[src/rtl/hazard_ctl.sv]
// Hazard control unit for the 5-stage MIPS pipeline: load-use stalls, jump/branch flushes, memory-busy freeze.
// Optional macro HCU_PERF_CNT_EN adds saturating stall/flush performance counters.
module hazard_ctl #(
   parameter int LDSTALL_CYC = 1,
   parameter int CNT_W       = 16
) (
   input  logic       clk_HCU,
   input  logic       rst_HCU,
   input  logic [4:0] ifid_rs_HCU,
   input  logic [4:0] ifid_rt_HCU,
   input  logic       ifid_usesRt_HCU,
   input  logic       ifid_jump_HCU,
   input  logic       idex_memRead_HCU,
   input  logic [4:0] idex_rt_HCU,
   input  logic       exmem_brTaken_HCU,
   input  logic       mem_busy_HCU,
   output logic       pcWrite_HCU,
   output logic       ifidWrite_HCU,
   output logic       ifidFlush_HCU,
   output logic       idexBubble_HCU,
   output logic       exmemFlush_HCU,
   output logic [1:0] state_HCU
`ifdef HCU_PERF_CNT_EN
   ,
   output logic [CNT_W-1:0] stallCnt_HCU,
   output logic [CNT_W-1:0] flushCnt_HCU
`endif
);

   typedef enum logic [1:0] {
      ST_RUN     = 2'd0,
      ST_LDSTALL = 2'd1,
      ST_MWAIT   = 2'd2
   } state_t;

   localparam int STALL_W = 2;

   if (LDSTALL_CYC < 1 || LDSTALL_CYC > 3 || CNT_W < 1) begin : g_bad_param
      $error("hazard_ctl: LDSTALL_CYC must be 1..3 and CNT_W >= 1");
   end

   state_t             r_state, w_state_nxt;
   state_t             r_ret, w_ret_nxt;
   logic [STALL_W-1:0] r_cnt, w_cnt_nxt;
   state_t             w_eff;
   logic               w_ldhaz;
   logic               w_stall_evt;
   logic               w_flush_evt;

   assign w_ldhaz = idex_memRead_HCU && (idex_rt_HCU != 5'd0) &&
                    ((idex_rt_HCU == ifid_rs_HCU) ||
                     (ifid_usesRt_HCU && (idex_rt_HCU == ifid_rt_HCU)));

   // Leaving MWAIT, the cycle is judged by the rules of the state we froze in.
   assign w_eff = (r_state == ST_MWAIT) ? r_ret : r_state;

   always_ff @(posedge clk_HCU or posedge rst_HCU) begin
      if (rst_HCU) begin
         r_state <= ST_RUN;
         r_ret   <= ST_RUN;
         r_cnt   <= '0;
      end else begin
         r_state <= w_state_nxt;
         r_ret   <= w_ret_nxt;
         r_cnt   <= w_cnt_nxt;
      end
   end

   always_comb begin
      pcWrite_HCU    = 1'b1;
      ifidWrite_HCU  = 1'b1;
      ifidFlush_HCU  = 1'b0;
      idexBubble_HCU = 1'b0;
      exmemFlush_HCU = 1'b0;
      w_state_nxt    = w_eff;
      w_ret_nxt      = r_ret;
      w_cnt_nxt      = r_cnt;
      w_stall_evt    = 1'b0;
      w_flush_evt    = 1'b0;

      if (mem_busy_HCU) begin
         pcWrite_HCU   = 1'b0;
         ifidWrite_HCU = 1'b0;
         w_state_nxt   = ST_MWAIT;
         w_ret_nxt     = w_eff;
         w_stall_evt   = 1'b1;
      end else if (exmem_brTaken_HCU) begin
         ifidFlush_HCU  = 1'b1;
         idexBubble_HCU = 1'b1;
         exmemFlush_HCU = 1'b1;
         w_cnt_nxt      = '0;
         w_state_nxt    = ST_RUN;
         w_flush_evt    = 1'b1;
      end else if (w_eff == ST_LDSTALL) begin
         pcWrite_HCU    = 1'b0;
         ifidWrite_HCU  = 1'b0;
         idexBubble_HCU = 1'b1;
         w_stall_evt    = 1'b1;
         if (r_cnt != '0) w_cnt_nxt = r_cnt - 1'b1;
         if (r_cnt <= STALL_W'(1)) w_state_nxt = ST_RUN;
      end else if (w_ldhaz) begin
         pcWrite_HCU    = 1'b0;
         ifidWrite_HCU  = 1'b0;
         idexBubble_HCU = 1'b1;
         w_stall_evt    = 1'b1;
         if (LDSTALL_CYC > 1) begin
            w_cnt_nxt   = STALL_W'(LDSTALL_CYC - 1);
            w_state_nxt = ST_LDSTALL;
         end
      end else if (ifid_jump_HCU) begin
         ifidFlush_HCU = 1'b1;
         w_flush_evt   = 1'b1;
      end

      if (rst_HCU) begin
         pcWrite_HCU    = 1'b0;
         ifidWrite_HCU  = 1'b0;
         ifidFlush_HCU  = 1'b1;
         idexBubble_HCU = 1'b1;
         exmemFlush_HCU = 1'b1;
      end
   end

   assign state_HCU = r_state;

`ifdef HCU_PERF_CNT_EN
   always_ff @(posedge clk_HCU or posedge rst_HCU) begin
      if (rst_HCU) begin
         stallCnt_HCU <= '0;
         flushCnt_HCU <= '0;
      end else begin
         if (w_stall_evt && (stallCnt_HCU != '1)) stallCnt_HCU <= stallCnt_HCU + 1'b1;
         if (w_flush_evt && (flushCnt_HCU != '1)) flushCnt_HCU <= flushCnt_HCU + 1'b1;
      end
   end
`else
   logic w_perf_unused;
   assign w_perf_unused = w_stall_evt ^ w_flush_evt;
`endif

endmodule

[config.mk]
export PLATFORM = sky130hd
export DESIGN_NAME = hazard_ctl
export DESIGN_NICKNAME = d
export VERILOG_FILES = /design/src/rtl/hazard_ctl.sv
export SDC_FILE = /design/constraint.sdc
export NUM_CORES = 1
export LEC_CHECK = 0
export CAP_MARGIN = 20
export CORE_MARGIN = 8
export CORE_UTILIZATION = 35
export DETAILED_ROUTE_END_ITERATION = 8
export GPL_TIMING_DRIVEN = 0
export PLACE_DENSITY = 0.7
export SLEW_MARGIN = 20
export SYNTH_ARGS = -nofsm -noshare
export SYNTH_HDL_FRONTEND = slang
export SYNTH_SLANG_ARGS = --single-unit
[constraint.sdc]
create_clock -name clk_HCU -period 3.7 [get_ports clk_HCU]
set_input_delay 0.555 -clock clk_HCU [delete_from_list [all_inputs] [get_ports clk_HCU]]
set_output_delay 0.555 -clock clk_HCU [all_outputs]
set_load 0.1 [all_outputs]
==> run_results.csv, run 1 <==
group,metric,value,unit
power_and_ir_drop,power_density,291,nW/um2
placement,dp.cells,104,
synth,yosysWarnings,0,
placement,io_buffers,28,
sta,relSlewSlack,0.344,
synth,netlist_instances,61,
worst_setup_path,worst_ep_required_time,3.14,ns
worst_setup_path,crit_end,"pcWrite_HCU",
layout,final_cell_mix,"24 x clkdlybuf4s50_1, 10 x xnor2_1, 7 x inv_1, 7 x a21oi_1, 7 x nor2_1",
synth,synthMuxAreaShare,0.0196,
synth,synth_top_family_by_area,"compound AO/OA/AOI/OAI gates",
worst_setup_path,worstPathArrival,2.93,ns
clocking,insertion_delay,0.23,ns
run,maxCapViolations,0,
floorplanning,initial_core_util,0.384,
layout,final_core_util,0.635,
worst_setup_path,r2r-start,"state_HCU[0]",
clocking,root_buffer,"clkbuf_4",
layout,drive_above_1_share,0.109,
clocking,cts_tree,"done",
synth,synth-simple-area-share,0.171,
routing,dr.pass1.iters,4,
layout,num-nets-final,118,
sta,fmax,287,MHz
worst_setup_path,crit_path_max_fanout,3,
clocking,post_cts_resized,5,
worst_setup_path,path_class,"input port to output pin",
sta,setup_viol,0,
global_routing,grt_pass1_wl,2.63,mm
layout,regArea,150,um2
worst_setup_path,ff2ff_setup_slack,2.14,ns
global_routing,grt.total_usage,0.117,
routing,ant_nets,0,
worst_setup_path,cp-end-kind,"output pin",
layout,area_growth,65.5,%
layout,final_cells,107,
global_routing,grt_start_max_net_pins,11,
power_and_ir_drop,p_leak,0.358,nW
power_and_ir_drop,power,247,uW
sta,rsz0062_at_grt,"no",
routing,drc,0,
worst_setup_path,ff2ff_path_depth,4,
status,status,"completed",
sta,worstMarginPinSlew,0.981,ns
sta,fin_crit,3.48,ns
power_and_ir_drop,ir_drop,0.000203,V
layout,fill_cells,139,
routing,wl_per_cell,14.8,um
layout,multiInputGateArea,329,um2
floorplanning,dieWidth,54.2,um
sta,final.period_utilization,0.941,
routing,dr_total_vias,547,
synth,ys_seq_area_frac,0.293,
synth,syn_area_per_cell,8.39,um2
synth,synth_seq_cells,6,
clocking,cts_sinks,6,
routing,drt-initial-drc-count,5,
clocking,clkTransAtPathRegs,0.04,ns
worst_hold_path,whs_path_depth,2,
synth,synth-compound-area-share,0.208,
floorplanning,fp.dieH,54.2,um
floorplanning,core,1330,um2
layout,antennaDiodeCount,0,
sta,timing_hold_violations_final,0,
placement,routabilityCongestion,0.826,
synth,yosysUniqueCellTypes,26,
worst_setup_path,start_kind,"input port",
floorplanning,fp-row-count,13,
clocking,ctsHoldBuffers,0,
global_routing,grt_overflow,0,
worst_setup_path,r2r_end,"r_cnt[0]",
synth,syn_nets,85,
synth,synthXorXnorAreaFrac,0.171,
routing,via_per_inst,5.11,
global_routing,grt_pass1_vias,614,
routing,drt_wl_total,1.59,mm
clocking,post-cts-setup-buffers,0,
synth,synthAdderAreaFrac,0.0489,
floorplanning,die_area,2940,um2
clocking,cts_buffers,3,
worst_setup_path,cp-startpoint,"idex_rt_HCU[1]",
sta,slew_viol_final,0,
layout,mostFrequentLayoutCell,"clkdlybuf4s50_1",
worst_hold_path,hold_path.class,"register to register",
clocking,h-tree-depth,1,
floorplanning,io-pin-count,29,
placement,hpwl,1.34,mm
sta,fin_skew,0.00132,ns
clocking,cts_buffer_depth,2,
global_routing,antenna_found_initial,0,
synth,synth_area,512,um2
[final cells by class]
class,instances,share of cell area
multi-input combinational,46,0.388
timing repair buffer,28,0.332
sequential,6,0.177
inverter,7,0.0310
clock buffer,3,0.0266
buffer,2,0.0222
tap,15,0.0222
[worst min-delay path by stage]
stage          startpoint        to  slack (ns)
2_1_floorplan     rst_HCU  r_cnt[0]        0.35
3_3_place_gp     r_ret[0]  r_ret[0]        0.52
3_5_place_dp     r_ret[0]  r_ret[0]        0.53
4_1_cts          r_ret[0]  r_ret[0]        0.54
5_1_grt          r_ret[0]  r_ret[0]        0.55
6_report         r_ret[0]  r_ret[0]        0.54
[logic make-up (layout without fill, tap and decap cells)]
kind of cell               after synthesis  count (layout)
xor gates and xnor gates                10              10
muxes                                    1               1
adders and majority gates                2               2
AOI/OAI and AO/OA                       16              16
and+or+nand+nor                         17              17
buffers and inverters                    9              40
DFF                                      6               6
[cell usage after synthesis (all sizes together)]
cell type	n	area [um2]
o22ai	2	12.5
nor4bb	1	10.0
nand2	2	7.51
nor4	1	6.26
o21bai	1	7.51
a21oi	7	35.0
inv	7	26.3
nor2b	1	6.26
ha	2	25.0
nand4	1	6.26
nor2	8	32.5
a2111oi	1	15.0
or4	1	7.51
mux2i	1	10.0
dfrtp	6	150
xnor2	10	87.6
nand3	1	5.00
buf	2	18.8
o21ai	2	13.8
a211o	1	8.76
or3	1	6.26
a31oi	1	6.26
o31ai	1	7.51
[flip-flops by register name, summed over array words and instances (netlist names)]
name,flops
state_HCU,2
r_cnt,2
r_ret,2
[per-layer routing]
layer,vias to the layer above,GRT usage,share of wire
li1,274,-,-
met3,2,0.0271,0.11
met5,-,0,0
met2,22,0.212,0.48
met4,0,0.0615,0.0063
met1,249,0.121,0.41
[per-stage QoR]
step / setup slack (ns) / hold slack [ns] / setup TNS [ns] / instance area [um2]
global placement: -0.352 / 0.521 / -0.632 / 823
detailed placement: -0.376 / 0.529 / -0.677 / 823
floorplan: -0.555 / 0.353 / -0.555 / 524
CTS: 0.00213 / 0.539 / 0 / 847
finish: 0.219 / 0.536 / 0 / 847
global route: 0.128 / 0.554 / 0 / 847
[where the power goes]
group          switching (mW)  internal, mW  total (mW)
registers             0.00365        0.0699      0.0736
logic                  0.0714        0.0463       0.118
clock network          0.0191        0.0364      0.0555
[critical path, stage by stage]
cell	delay (ns)
clkdlybuf4s50_1	0.47
or4_1	0.55
o21ai_2	0.19
nor2_2	0.07
a2111oi_4	0.38
buf_4	0.16
clkdlybuf4s15_2	0.54
Note: power is estimated with default switching activity, not from simulation.
==> run 2: changes to the inputs <==
CORE_MARGIN = 4   (was 8)
CTS_CLUSTER_SIZE = 25   (was not set)
==> run_results.csv, run 2 (synthesized netlist as in run 1, its figures left out) <==
group,metric,value,unit
sta,setup_viol,0,
sta,whs,0.556,ns
global_routing,grt_pass1_vias,524,
routing,drt_wl_total,1.33,mm
clocking,h-tree-depth,1,
layout,area_growth,64.1,%
sta,worstMarginPinSlew,0.982,ns
clocking,cts_buffer_depth,2,
routing,via_per_inst,4.87,
sta,relSlewSlack,0.344,
global_routing,grt_pass1_wl,2.08,mm
routing,dr_total_vias,521,
routing,ant_nets,0,
worst_setup_path,ff2ff_path_depth,4,
sta,slew_viol_final,0,
layout,final_core_util,0.629,
placement,hpwl,1.15,mm
worst_setup_path,crit_path_max_fanout,3,
layout,num-nets-final,118,
routing,drt-initial-drc-count,10,
worst_setup_path,worst_ep_required_time,3.14,ns
floorplanning,dieWidth,46.2,um
power_and_ir_drop,ir_drop,0.000185,V
placement,routabilityCongestion,0.710,
clocking,cts_buffers,3,
sta,fmax,295,MHz
routing,wl_per_cell,12.4,um
status,status,"completed",
floorplanning,core,1330,um2
floorplanning,die_area,2140,um2
placement,io_buffers,28,
floorplanning,fp-row-count,13,
layout,final_cell_mix,"24 x clkdlybuf4s50_1, 10 x xnor2_1, 7 x inv_1, 7 x a21oi_1, 7 x nor2_1",
worst_setup_path,start_kind,"input port",
clocking,root_buffer,"clkbuf_4",
clocking,ctsHoldBuffers,0,
floorplanning,fp.dieH,46.2,um
clocking,insertion_delay,0.24,ns
worst_setup_path,cp-end-kind,"output pin",
worst_setup_path,worstPathArrival,2.83,ns
clocking,cts_tree,"done",
clocking,cts_sinks,6,
sta,timing_hold_violations_final,0,
global_routing,grt_overflow,0,
run,maxCapViolations,0,
sta,fin_skew,0.00178,ns
layout,antennaDiodeCount,0,
global_routing,antenna_found_initial,0,
power_and_ir_drop,power,246,uW
sta,rsz0062_at_grt,"no",
worst_hold_path,hold_path.class,"register to register",
layout,drive_above_1_share,0.109,
sta,final.setup.tns,0,ns
layout,mostFrequentLayoutCell,"clkdlybuf4s50_1",
clocking,clkTransAtPathRegs,0.04,ns
routing,drc,0,
floorplanning,initial_core_util,0.384,
power_and_ir_drop,p_leak,0.353,nW
worst_hold_path,whs_path_depth,2,
worst_setup_path,path_class,"input port to output pin",
power_and_ir_drop,power_density,293,nW/um2
sta,fin_crit,3.39,ns
global_routing,grt_start_max_net_pins,11,
global_routing,grt.total_usage,0.138,
floorplanning,io-pin-count,29,
routing,dr.pass1.iters,4,
sta,final.period_utilization,0.916,
==> run 2: cell type report <==
type                            count  area, um2
Tap cell                           15       18.8
Timing Repair Buffer               28        274
Inverter                            7       26.3
Fill cell                         129        494
Sequential cell                     6        150
Buffer                              2       18.8
Clock buffer                        3       22.5
Multi-Input combinational cell     46        329
==> run 2: path summary, 6_finish.rpt <==
| check | start | to | slack, ns |
|---|---|---|---|
| setup reg to reg | state_HCU[0] | r_cnt[1] | 2.19 |
| setup / recovery | idex_rt_HCU[1] | ifidFlush_HCU | 0.31 |
| max in group asynchronous | rst_HCU | r_ret[0] | 2.87 |
| min in group asynchronous | rst_HCU | state_HCU[0] | 0.63 |
| hold reg to reg | r_ret[0] | r_ret[0] | 0.56 |
| hold / removal | r_ret[0] | r_ret[0] | 0.56 |
==> run 2: timing repair <==
item / CTS / global route
gates resized for setup: 4 / 3
endpoints found under the setup margin: 3 / 2
setup buffers: 0 / 0
==> run 2: layer usage <==
layer / vias to the layer above / share of wire / global-route usage
met5: - / 0 / 0
met4: 0 / 0 / 0.0682
met3: 0 / 0.12 / 0.0430
met2: 24 / 0.47 / 0.239
met1: 224 / 0.41 / 0.148
li1: 273 / - / -
==> run 2: worst max-delay path: stages <==
cell and delay [ns]:
clkdlybuf4s50_1 0.46, or4_1 0.56, o21ai_2 0.19, nor2_1 0.06, a21oi_1 0.14, dlygate4sd2_1 0.87
==> run 2: metrics by stage <==
stage / cells / setup slack, ns / instance area [um2]
2_1_floorplan: 61 / -0.555 / 524
3_3_place_gp: 104 / -0.348 / 823
3_5_place_dp: 104 / -0.353 / 823
4_1_cts: 107 / 0.0313 / 841
5_1_grt: 107 / 0.201 / 840
6_report: 107 / 0.310 / 840
==> run 2: power breakdown <==
part | switching (mW) | internal, mW
Clock | 0.0200 | 0.0364
Combinational | 0.0699 | 0.0457
Sequential | 0.00378 | 0.0699
Total | 0.0937 | 0.152
